--- src/rtl/multiplicador_booth_pkg.sv ---
// Shared types and constants for the sequential shift-add / Booth multiplier.
// Holds the controller state encoding, the radix-2 Booth pair codes and the
// helper that sizes the iteration counter from the operand width.
package multiplicador_pkg;

    // Controller states: waiting for a request, iterating, reporting the result.
    typedef enum logic [1:0] {
        IDLE  = 2'd0,
        OPERA = 2'd1,
        FIN   = 2'd2
    } estado_t;

    // Radix-2 Booth decoding of {Q[0], Q_1}. The pair 2'b11 also means
    // "no operation" and is handled by the default branch of the decoder.
    localparam logic [1:0] BOOTH_NOP   = 2'b00;
    localparam logic [1:0] BOOTH_SUMA  = 2'b01;
    localparam logic [1:0] BOOTH_RESTA = 2'b10;

    // Width of a down-counter that must hold the value ancho (not ancho-1).
    function automatic int cont_w(input int ancho);
        return $clog2(ancho + 1);
    endfunction

endpackage

--- src/rtl/multiplicador_booth_sumador_restador.sv ---
// sumador_restador: combinational (ANCHO+1)-bit adder/subtractor.
// resultado = a + b when resta = 0, a - b when resta = 1 (two's complement,
// modulo 2^(ANCHO+1)). Kept standalone so ALU blocks can reuse it.
module sumador_restador #(
    parameter int ANCHO = 8
) (
    input  logic [ANCHO:0] a,
    input  logic [ANCHO:0] b,
    input  logic           resta,
    output logic [ANCHO:0] resultado
);

    logic [ANCHO:0] b_mod;
    logic [ANCHO:0] acarreo_in;

    // Subtraction is a + ~b + 1: invert b and inject the +1 as carry-in.
    always_comb begin
        b_mod      = b ^ {(ANCHO + 1){resta}};
        acarreo_in = {{ANCHO{1'b0}}, resta};
        resultado  = a + b_mod + acarreo_in;
    end

endmodule

--- src/rtl/multiplicador_booth.sv ---
// multiplicador_booth: sequential ANCHO x ANCHO multiplier with built-in
// controller and a start/busy/done handshake.
//   signo = 0 : unsigned shift-add, one partial product per cycle.
//   signo = 1 : radix-2 Booth, two's complement operands and result.
// The accumulator A is ANCHO+1 bits so the extreme cases (max x max unsigned,
// -2^(ANCHO-1) squared signed) never overflow.
// Optional build macro MULT_ZERO_BYPASS_EN: when defined, a zero operand at
// the start request skips the iteration phase and reports 0 straight away.
module multiplicador_booth
    import multiplicador_pkg::*;
#(
    parameter int ANCHO = 8
) (
    input  logic                 clk,
    input  logic                 rst,
    input  logic                 start,
    input  logic                 signo,
    input  logic [ANCHO-1:0]     Multiplicando,
    input  logic [ANCHO-1:0]     Multiplicador,
    output logic [2*ANCHO-1:0]   Producto,
    output logic                 busy,
    output logic                 done
);

    localparam int CONT_W = cont_w(ANCHO);

    // Architectural state
    estado_t               estado_reg;
    logic [ANCHO:0]        a_reg;
    logic [ANCHO-1:0]      q_reg;
    logic [ANCHO-1:0]      b_reg;
    logic                  q_1_reg;
    logic [CONT_W-1:0]     p_reg;
    logic                  modo_reg;
    logic [2*ANCHO-1:0]    producto_reg;
    logic                  busy_reg;
    logic                  done_reg;

    // Datapath intermediates
    logic [ANCHO:0]        b_ext;
    logic [ANCHO:0]        operando_b;
    logic                  resta;
    logic [ANCHO:0]        suma;
    logic                  relleno;
    logic [ANCHO:0]        a_next;
    logic [ANCHO-1:0]      q_next;

`ifdef MULT_ZERO_BYPASS_EN
    logic                  operando_cero;

    // A zero operand at the request makes the product trivially zero.
    always_comb begin
        operando_cero = (Multiplicando == '0) || (Multiplicador == '0);
    end
`endif

    // Choose what to add or subtract this iteration.
    always_comb begin
        // Signed mode sign-extends B into the wider accumulator, unsigned zero-extends.
        b_ext      = {(modo_reg & b_reg[ANCHO-1]), b_reg};
        operando_b = '0;
        resta      = 1'b0;
        if (modo_reg) begin
            case ({q_reg[0], q_1_reg})
                BOOTH_SUMA:  operando_b = b_ext;
                BOOTH_RESTA: begin
                    operando_b = b_ext;
                    resta      = 1'b1;
                end
                default:     operando_b = '0;
            endcase
        end else if (q_reg[0]) begin
            operando_b = b_ext;
        end
    end

    sumador_restador #(
        .ANCHO (ANCHO)
    ) u_sumador_restador (
        .a         (a_reg),
        .b         (operando_b),
        .resta     (resta),
        .resultado (suma)
    );

    // Shift {A, Q} right by one after the add. In unsigned mode A never
    // exceeds 2^ANCHO-1 before the add, so the sum fits in ANCHO+1 bits and the
    // carry out of that width is always 0: shifting in 0 is the carry.
    // Signed mode replicates the accumulator sign bit (arithmetic shift).
    always_comb begin
        relleno = modo_reg ? suma[ANCHO] : 1'b0;
        a_next  = {relleno, suma[ANCHO:1]};
        q_next  = {suma[0], q_reg[ANCHO-1:1]};
    end

    // Controller and shift registers: load on request, iterate ANCHO times,
    // latch the product and pulse done for one cycle.
    always_ff @(posedge clk or posedge rst) begin
        if (rst) begin
            estado_reg   <= IDLE;
            a_reg        <= '0;
            q_reg        <= '0;
            b_reg        <= '0;
            q_1_reg      <= 1'b0;
            p_reg        <= '0;
            modo_reg     <= 1'b0;
            producto_reg <= '0;
            busy_reg     <= 1'b0;
            done_reg     <= 1'b0;
        end else begin
            done_reg <= 1'b0;
            case (estado_reg)
                IDLE: begin
                    if (start) begin
                        a_reg    <= '0;
                        q_reg    <= Multiplicador;
                        b_reg    <= Multiplicando;
                        q_1_reg  <= 1'b0;
                        p_reg    <= CONT_W'(ANCHO);
                        modo_reg <= signo;
                        busy_reg <= 1'b1;
`ifdef MULT_ZERO_BYPASS_EN
                        if (operando_cero) begin
                            producto_reg <= '0;
                            done_reg     <= 1'b1;
                            estado_reg   <= FIN;
                        end else begin
                            estado_reg   <= OPERA;
                        end
`else
                        estado_reg <= OPERA;
`endif
                    end
                end
                OPERA: begin
                    a_reg   <= a_next;
                    q_reg   <= q_next;
                    q_1_reg <= q_reg[0];
                    p_reg   <= p_reg - CONT_W'(1);
                    if (p_reg == CONT_W'(1)) begin
                        // Last iteration: the shifted pair is the final product.
                        producto_reg <= {a_next[ANCHO-1:0], q_next};
                        done_reg     <= 1'b1;
                        estado_reg   <= FIN;
                    end
                end
                FIN: begin
                    busy_reg   <= 1'b0;
                    estado_reg <= IDLE;
                end
                default: begin
                    busy_reg   <= 1'b0;
                    estado_reg <= IDLE;
                end
            endcase
        end
    end

    assign Producto = producto_reg;
    assign busy     = busy_reg;
    assign done     = done_reg;

endmodule
--- config.mk ---
export PLATFORM = sky130hd
export DESIGN_NAME = multiplicador_booth
export DESIGN_NICKNAME = d
export VERILOG_FILES = /design/src/rtl/multiplicador_booth_pkg.sv /design/src/rtl/multiplicador_booth_sumador_restador.sv /design/src/rtl/multiplicador_booth.sv
export SDC_FILE = /design/constraint.sdc
export NUM_CORES = 1
export LEC_CHECK = 0
export CAP_MARGIN = 20
export CORE_MARGIN = 1
export CORE_UTILIZATION = 55
export DETAILED_ROUTE_END_ITERATION = 10
export GPL_ROUTABILITY_DRIVEN = 0
export MAX_ROUTING_LAYER = met4
export PLACE_DENSITY_LB_ADDON = 0.12
export SYNTH_ARGS = -nofsm -noshare
export SYNTH_HDL_FRONTEND = slang
export SYNTH_SLANG_ARGS = --single-unit
--- constraint.sdc ---
create_clock -name clk -period 4.8 [get_ports clk]
set_clock_uncertainty 0.1 [all_clocks]
set_input_delay 0.72 -clock clk [delete_from_list [all_inputs] [get_ports clk]]
set_output_delay 0.72 -clock clk [all_outputs]
set_load 0.05 [all_outputs]
==> run metrics, run 1 <==
outcome=complete, but fails checks; failing checks=DRC; Hold Crit Start=p_reg[3]$_DFFE_PP0P_; register area share after synthesis=48.6%; post-route antenna net violation count=0; R2R Path Start=q_reg[0]$_DFFE_PP0P_; dominant synthesized flop cell=dfrtp_1; Hold Buf Count CTS=0; metal2 WL=2.26 mm; post-layout net count=334; clock root buffer=clkbuf_8; LEAKAGE=1.45 nW; Chip Height=71.1 um; crit-path cells=ha_1 > nor2_1 > mux2_2 > nand2_1 > o21ai_0 > ha_1 > and3_1 > o2111ai_2 > a211oi_2 > or3_1 > a32o_1; Gate Count Post-Synth=268; commonest non-fill, non-tap cells in the layout=nand2_1 (53), dfrtp_1 (51), clkdlybuf4s50_1 (37); hpwl dp=3.61 mm; H-Tree Level Count=2; Initial Util=58.7%; DR WL/cell=14.5 um; WP data required=4.91 ns; Max Cap Viol=0; Port Buf Inserts=37; slowest cell on the critical path=ha_1; RSZ-0062 raised after global routing=no; die area=5060 sq um; Yosys warning total=0; element type at the critical path start=register; ranking of synthesized cells by area=dfrtp_1 (49%), nand2_1 (7.6%), o21ai_0 (5.5%), ha_1 (5.2%), mux2_2 (4.7%); reg-to-reg setup timing slack=1.60 ns; Worst Reg-to-Reg Cells=11; Crit. End Element=register; Final setup viols=0; Post-synth EDFFs=0; vias in the first global route=1912; post-CTS sizing=0; Max Root-Sink Buffers=2; mapped cell area=2630 sq um; Yosys top cell area share=48.6%; width of the die=71.1 um; Residual DRC=2; fmax=312 MHz; worst hold slack=0.378 ns; area leader, netlist=dfrtp_1; CTS Buf Count=5; crit path kind=register to register; slowest stage delay, CP=0.48 ns; critical-path maximum fanout=11; # diodes=0; Worst EP arrival=3.31 ns; CTS clk-pin slew, worst paths=0.10 ns; Hold Path Sink=p_reg[3]$_DFFE_PP0P_; setup TNS=0 ns; global-route wire length before repair=9.17 mm; gr usage total=24.2%; Detailed Routing Iterations Pass 1=9; M1 wire length=2.67 mm; Ports=38; final hold viol count=0; worst r2r dst=a_reg[6]$_DFFE_PP0P_; Pwr Density=785 nW/um^2; max reg flops=16; pin count of the biggest net entering global routing=52; GRT overflow=0; CTS tree=yes; most common cell after layout, fill and taps aside=nand2_1; final WL=5.16 mm; vias per inst=5.55; count of cell types in the netlist=42; slew of the pin with the lowest slew margin=0.972 ns; Syn Nets=300; DR iter-0 viols=87; proportion of layout cells with a drive suffix above 1=9.24%; clk sinks=51; initial antenna violation count=0; core footprint=4470 sq um; WL met3=145 um; worst hold path type=register to register; min cycle time layout=3.20 ns; crit share post-route=66.7%; Area Growth Syn to Fin=20.2%; hold path depth=1; Worst path most repeated cell=ha_1; latest clock arrival within the worst-skew pair=0.31 ns; Avg Cell Area, Syn=9.80 sq um; ys async rst share=100%; std cell rows=24; # Post-CTS Setup Buffers=0; Slew Limit Fails=0; via count=1971; Synth Register Bits=51; uppermost routed layer=met4; Relative slew margins=34.8%; IR drop worst, VDD=0.405 mV
stage by stage:
| step | std cells | utilization [%] | cell area [sq um] | total power [mW] | setup WS, ns |
|---|---|---|---|---|---|
| 2_1_floorplan | 268 | - | 2630 | 1.79 | 1.91 |
| 3_3_place_gp | 346 | 67.1 | 3000 | 2.08 | 1.69 |
| 3_5_place_dp | 346 | 67.1 | 3000 | 2.12 | 1.65 |
| 4_1_cts | 354 | 70.1 | 3140 | 2.48 | 1.62 |
| 5_1_grt | 355 | 70.6 | 3160 | 2.68 | 1.40 |
| 6_report | 355 | 70.6 | 3160 | 2.48 | 1.60 |
critical path: cells and delay by family, from the launching register on:
family / cells / cell delay (ns)
and+or+nand+nor: 4 / 0.69
DFF: 1 / 0.47
AOI/OAI and AO/OA: 4 / 0.69
adders and majority gates: 2 / 0.82
muxes: 1 / 0.33
per-layer routing:
metal,up-vias,global-route usage (%)
li1,997,-
met1,928,34.9
met2,39,34.7
met3,7,3.85
met4,0,8.67
met5,-,-
power breakdown:
group / switching (mW) / internal (mW) / leakage, nW
Clock: 0.150 / 0.208 / 0.0644
Combinational: 0.772 / 0.552 / 0.757
Sequential: 0.169 / 0.627 / 0.633
cells in the mapped netlist (all sizes together), types with 2 or more instances:
library cell	instances
ha	11
a31o	2
mux2	11
o21ai	30
xnor2	2
and2	2
a32o	2
a22oi	7
nor2b	11
buf	11
dfrtp	51
o2111ai	2
xor2	5
a21oi	18
o22ai	3
nor2	7
inv	9
and2b	7
nand2	54
a21o	2
a22o	5
or3	2
layout make-up:
cell class | count | area (sq um)
inverters | 9 | 33.8
clock inverters | 3 | 67.6
well taps | 52 | 65.1
flip-flops and latches | 51 | 1280
fillers | 370 | 1320
multi-input cells | 196 | 1250
repair buffers | 39 | 398
clock buffers | 5 | 68.8
logic make-up after synthesis:
logic type	synth area share [%]
XOR/XNOR	2.33
AO/OA/AOI/OAI	18.1
adder cells (fa/ha/maj)	6.00
flip-flops	48.6
buffers and inverters	3.90
AND/OR/NAND/NOR	16.4
multiplexers	4.71
worst max-delay path by stage:
stage / start / endpoint / slack [ns] / depth (start not counted)
global placement: q_reg[0]$_DFFE_PP0P_ / a_reg[6]$_DFFE_PP0P_ / 1.69 / 11
floorplan: q_reg[0]$_DFFE_PP0P_ / a_reg[6]$_DFFE_PP0P_ / 1.91 / 12
global route: q_reg[0]$_DFFE_PP0P_ / a_reg[6]$_DFFE_PP0P_ / 1.40 / 11
finish: q_reg[0]$_DFFE_PP0P_ / a_reg[6]$_DFFE_PP0P_ / 1.60 / 11
CTS: q_reg[0]$_DFFE_PP0P_ / a_reg[6]$_DFFE_PP0P_ / 1.62 / 11
detailed placement: q_reg[0]$_DFFE_PP0P_ / a_reg[6]$_DFFE_PP0P_ / 1.65 / 11
Note: power is estimated with default switching activity, not from simulation.
==> run 2: changes to the inputs <==
- CORE_UTILIZATION: 55 -> 54
- clock period: 4.8 -> 3.3 ns (I/O delays scaled with it)
==> run metrics, run 2 (synthesis results as in run 1) <==
outcome=complete, no violations; std cell rows=25; core footprint=4690 sq um; min cycle time layout=3.01 ns; DP Area=3040 sq um; LEAKAGE=1.45 nW; reg-to-reg setup timing slack=0.29 ns; Worst Reg-to-Reg Cells=11; vias in the first global route=1882; crit path kind=register to register; Area Growth Syn to Fin=19.9%; vias per inst=5.54; WP data required=3.40 ns; Pwr Density=1110 nW/um^2; max reg flops=16; Residual DRC=0; largest delay contributor family on the critical path=adder cells; hpwl dp=3.72 mm; proportion of layout cells with a drive suffix above 1=10.4%; Max Cap Viol=0; worst hold slack=0.378 ns; Ports=38; global-route wire length before repair=9.14 mm; IR drop worst, VDD=0.521 mV; critical-path maximum fanout=11; initial antenna violation count=0; clock root buffer=clkbuf_8; Relative slew margins=59.4%; Max Root-Sink Buffers=2; final WL=5.15 mm; post-layout net count=338; slowest cell on the critical path=dfrtp_1; slowest stage delay, CP=0.48 ns; Port Buf Inserts=37; worst hold path type=register to register; pin count of the biggest net entering global routing=30; element type at the critical path start=register; # diodes=0; Initial Util=56.0%; Hold Path Sink=Producto[0]$_DFFE_PP0P_; DR iter-0 viols=85; crit-path cells=ha_4 > nor2_1 > mux2_2 > nand2_1 > o21ai_0 > ha_1 > and3_1 > o2111ai_2 > a211oi_2 > or3_1 > a32o_1; RSZ-0062 raised after global routing=no; slew of the pin with the lowest slew margin=0.609 ns; H-Tree Level Count=2; Slew Limit Fails=0; Detailed Routing Iterations Pass 1=4; Chip Height=71.8 um; DR WL/cell=14.3 um; # Post-CTS Setup Buffers=0; fmax=333 MHz; post-route insts no fill=361; worst r2r dst=a_reg[6]$_DFFE_PP0P_; Final Instance Area=3150 sq um; via count=2001; die area=5150 sq um; Hold Crit Start=Producto[0]$_DFFE_PP0P_; commonest non-fill, non-tap cells in the layout=nand2_1 (53), dfrtp_1 (51), clkdlybuf4s50_1 (37); count of buffer and inverter cells on the critical path=0; GRT overflow=0; final hold viol count=0; post-CTS sizing=0; width of the die=71.8 um; post-route antenna net violation count=0; clk sinks=51; CTS Buf Count=5; Hold Buf Count CTS=0; crit share post-route=91.1%; latest clock arrival within the worst-skew pair=0.31 ns; hold path depth=2; most common cell after layout, fill and taps aside=nand2_1; Placed Cells=353; Worst EP arrival=3.11 ns; CTS tree=yes; R2R Path Start=q_reg[0]$_DFFE_PP0P_; CTS clk-pin slew, worst paths=0.09 ns; Final setup viols=0; setup TNS=0 ns; gr usage total=23.8%; Crit. End Element=register
[run 2: worst max-delay path by stage]
stage	start	endpoint	slack [ns]	depth (start not counted)
6_report	q_reg[0]$_DFFE_PP0P_	a_reg[6]$_DFFE_PP0P_	0.29	11
5_1_grt	q_reg[0]$_DFFE_PP0P_	a_reg[6]$_DFFE_PP0P_	0.07	11
4_1_cts	q_reg[0]$_DFFE_PP0P_	a_reg[6]$_DFFE_PP0P_	0.14	11
3_5_place_dp	q_reg[0]$_DFFE_PP0P_	a_reg[6]$_DFFE_PP0P_	0.16	11
3_3_place_gp	q_reg[0]$_DFFE_PP0P_	a_reg[6]$_DFFE_PP0P_	0.26	11
2_1_floorplan	q_reg[0]$_DFFE_PP0P_	a_reg[6]$_DFFE_PP0P_	0.41	12
[run 2: where the power goes]
part | internal (mW) | switching (mW)
Combinational | 0.841 | 1.15
Sequential | 0.912 | 0.236
Clock | 0.172 | 0.202
Total | 1.92 | 1.59
[run 2: metrics by stage]
step	setup slack, ns	util [%]	total power, mW
3_5_place_dp	0.160	64.8	3.13
3_3_place_gp	0.264	64.8	3.06
6_report	0.293	67.1	3.51
5_1_grt	0.0710	67.1	3.82
2_1_floorplan	0.409	-	2.61
4_1_cts	0.145	66.9	3.50
[run 2: layout make-up]
class | count | area, sq um
fill | 393 | 1540
clock buffer | 7 | 86.3
inverter | 9 | 33.8
timing repair buffer | 43 | 415
sequential | 51 | 1280
multi-input combinational | 196 | 1260
tap | 54 | 67.6
clock inverter | 1 | 8.76
[run 2: layer usage]
layer | vias up | share of wire (%) | track usage [%]
met5 | - | 0 | -
li1 | 1002 | - | -
met3 | 9 | 4.3 | 5.49
met1 | 940 | 49 | 33.3
met2 | 50 | 45 | 33.8
met4 | 0 | 1.7 | 8.93
[run 2: worst min-delay path: stages (launching register included)]
cell and delay [ns]:
dfrtp_1 0.35, nand2_1 0.05, nand2_1 0.05
==> run 3: changes to the inputs <==
- clock period: 3.3 -> 3.12 ns (I/O delays scaled with it)
==> run metrics, run 3 (synthesis results as in run 1) <==
Worst EP arrival=3.04 ns; element type at the critical path start=register; gr usage total=23.2%; fmax=340 MHz; Chip Height=71.8 um; commonest non-fill, non-tap cells in the layout=nand2_1 (53), dfrtp_1 (51), clkdlybuf4s50_1 (37); # fillers=410; outcome=complete, no violations; most common cell after layout, fill and taps aside=nand2_1; Port Buf Inserts=37; IR drop worst, VDD=0.582 mV; CTS tree=yes; max reg flops=16; final hold viol count=0; DR WL/cell=14.6 um; Crit. End Element=register; post-route antenna net violation count=0; latest clock arrival within the worst-skew pair=0.31 ns; proportion of layout cells with a drive suffix above 1=11.9%; clk sinks=51; Residual DRC=0; via count=2021; fin worst setup slack=0.180 ns; Detailed Routing Iterations Pass 1=4; Ports=38; vias in the first global route=1859; Max Cap Viol=0; min cycle time layout=2.94 ns; DP Area=3060 sq um; width of the die=71.8 um; Max Root-Sink Buffers=2; crit path kind=register to register; final WL=5.32 mm; CTS Buf Count=5; global-route wire length before repair=8.90 mm; dpl ws=0.0996 ns; Final setup viols=0; Slew Limit Fails=0; Pwr Density=1180 nW/um^2; Hold Buf Count CTS=0; post-layout net count=341; Relative slew margins=65.9%; setup TNS=0 ns; worst hold slack=0.303 ns; die area=5150 sq um; GRT overflow=0; worst hold path type=input port to async pin; slew of the pin with the lowest slew margin=0.509 ns; crit share post-route=94.2%; # diodes=0; Final Instance Area=3180 sq um; vias per inst=5.55; Area Growth Syn to Fin=21.2%; LEAKAGE=1.47 nW; std cell rows=25; DR iter-0 viols=53; H-Tree Level Count=2; core footprint=4690 sq um; pin count of the biggest net entering global routing=24; RSZ-0062 raised after global routing=no; CTS clk-pin slew, worst paths=0.09 ns; hpwl dp=3.87 mm; clock root buffer=clkbuf_8; WP data required=3.22 ns; Initial Util=56.0%; critical-path maximum fanout=11; initial antenna violation count=0
==> run 3: cell count changes in the layout (fill, tap and decap cells not counted) <==
| cell | change |
|---|---|
| a21oi_2 | +1 |
| buf_4 | +3 |
| a21oi_1 | -1 |
| clkbuf_1 | -1 |
| clkinv_4 | -1 |
| clkbuf_8 | +1 |
| clkinvlp_4 | +1 |
==> run 3: critical path, stage by stage, from the launching register on <==
cell	delay [ns]
dfrtp_1	0.43
ha_4	0.33
nor2_1	0.05
mux2_2	0.32
nand2_1	0.08
o21ai_0	0.09
ha_1	0.35
a21oi_1	0.17
o31a_1	0.21
a211oi_2	0.09
or3_1	0.34
a32o_1	0.27
==> run 3: report_power, final <==
group	leakage (nW)	total (mW)	internal, mW	switching [mW]
logic	0.786	2.14	0.898	1.24
registers	0.633	1.21	0.965	0.242
clock network	0.0505	0.417	0.202	0.215
==> run 3: final cells by class <==
cell class / instances / area, sq um / share of cell area (%)
multi-input cells: 196 / 1260 / 39.7
flip-flops and latches: 51 / 1280 / 40.1
well taps: 54 / 67.6 / 2.12
clock inverters: 1 / 7.51 / 0.236
repair buffers: 46 / 438 / 13.8
clock buffers: 7 / 96.3 / 3.03
inverters: 9 / 33.8 / 1.06
==> run 3: metal layers <==
metal | up-vias | track usage, % | part of all wire [%]
met4 | 0 | 5.23 | 0.98
met1 | 964 | 31.0 | 48
met3 | 5 | 4.64 | 3.9
met5 | - | - | 0
li1 | 1010 | - | -
met2 | 42 | 36.7 | 47
==> run 3: what timing repair did <==
action                     4_1_cts  5_1_grt
setup buffers                    0        0
setup endpoints to repair        0        8
gates resized for setup          0        3
==> run 3: metrics by stage <==
step	power, mW	instances	util [%]
floorplan	2.76	268	-
global placement	3.26	356	65.3
detailed placement	3.31	356	65.3
CTS	3.75	364	67.5
global route	4.07	364	67.9
finish	3.76	364	67.9
==> run 3: path summary, 6_finish.rpt <==
check | endpoint | start | cells after the start | slack (ns)
hold / removal | done$_DFF_PP0_ | rst | 2 | 0.30
min in group clk | Producto[3]$_DFFE_PP0P_ | Producto[3]$_DFFE_PP0P_ | 2 | 0.38
max in group asynchronous | q_reg[3]$_DFFE_PP0P_ | rst | 3 | 2.04
setup reg to reg | a_reg[6]$_DFFE_PP0P_ | q_reg[0]$_DFFE_PP0P_ | 11 | 0.18
setup / recovery | a_reg[6]$_DFFE_PP0P_ | q_reg[0]$_DFFE_PP0P_ | 11 | 0.18
hold reg to reg | Producto[3]$_DFFE_PP0P_ | Producto[3]$_DFFE_PP0P_ | 2 | 0.38
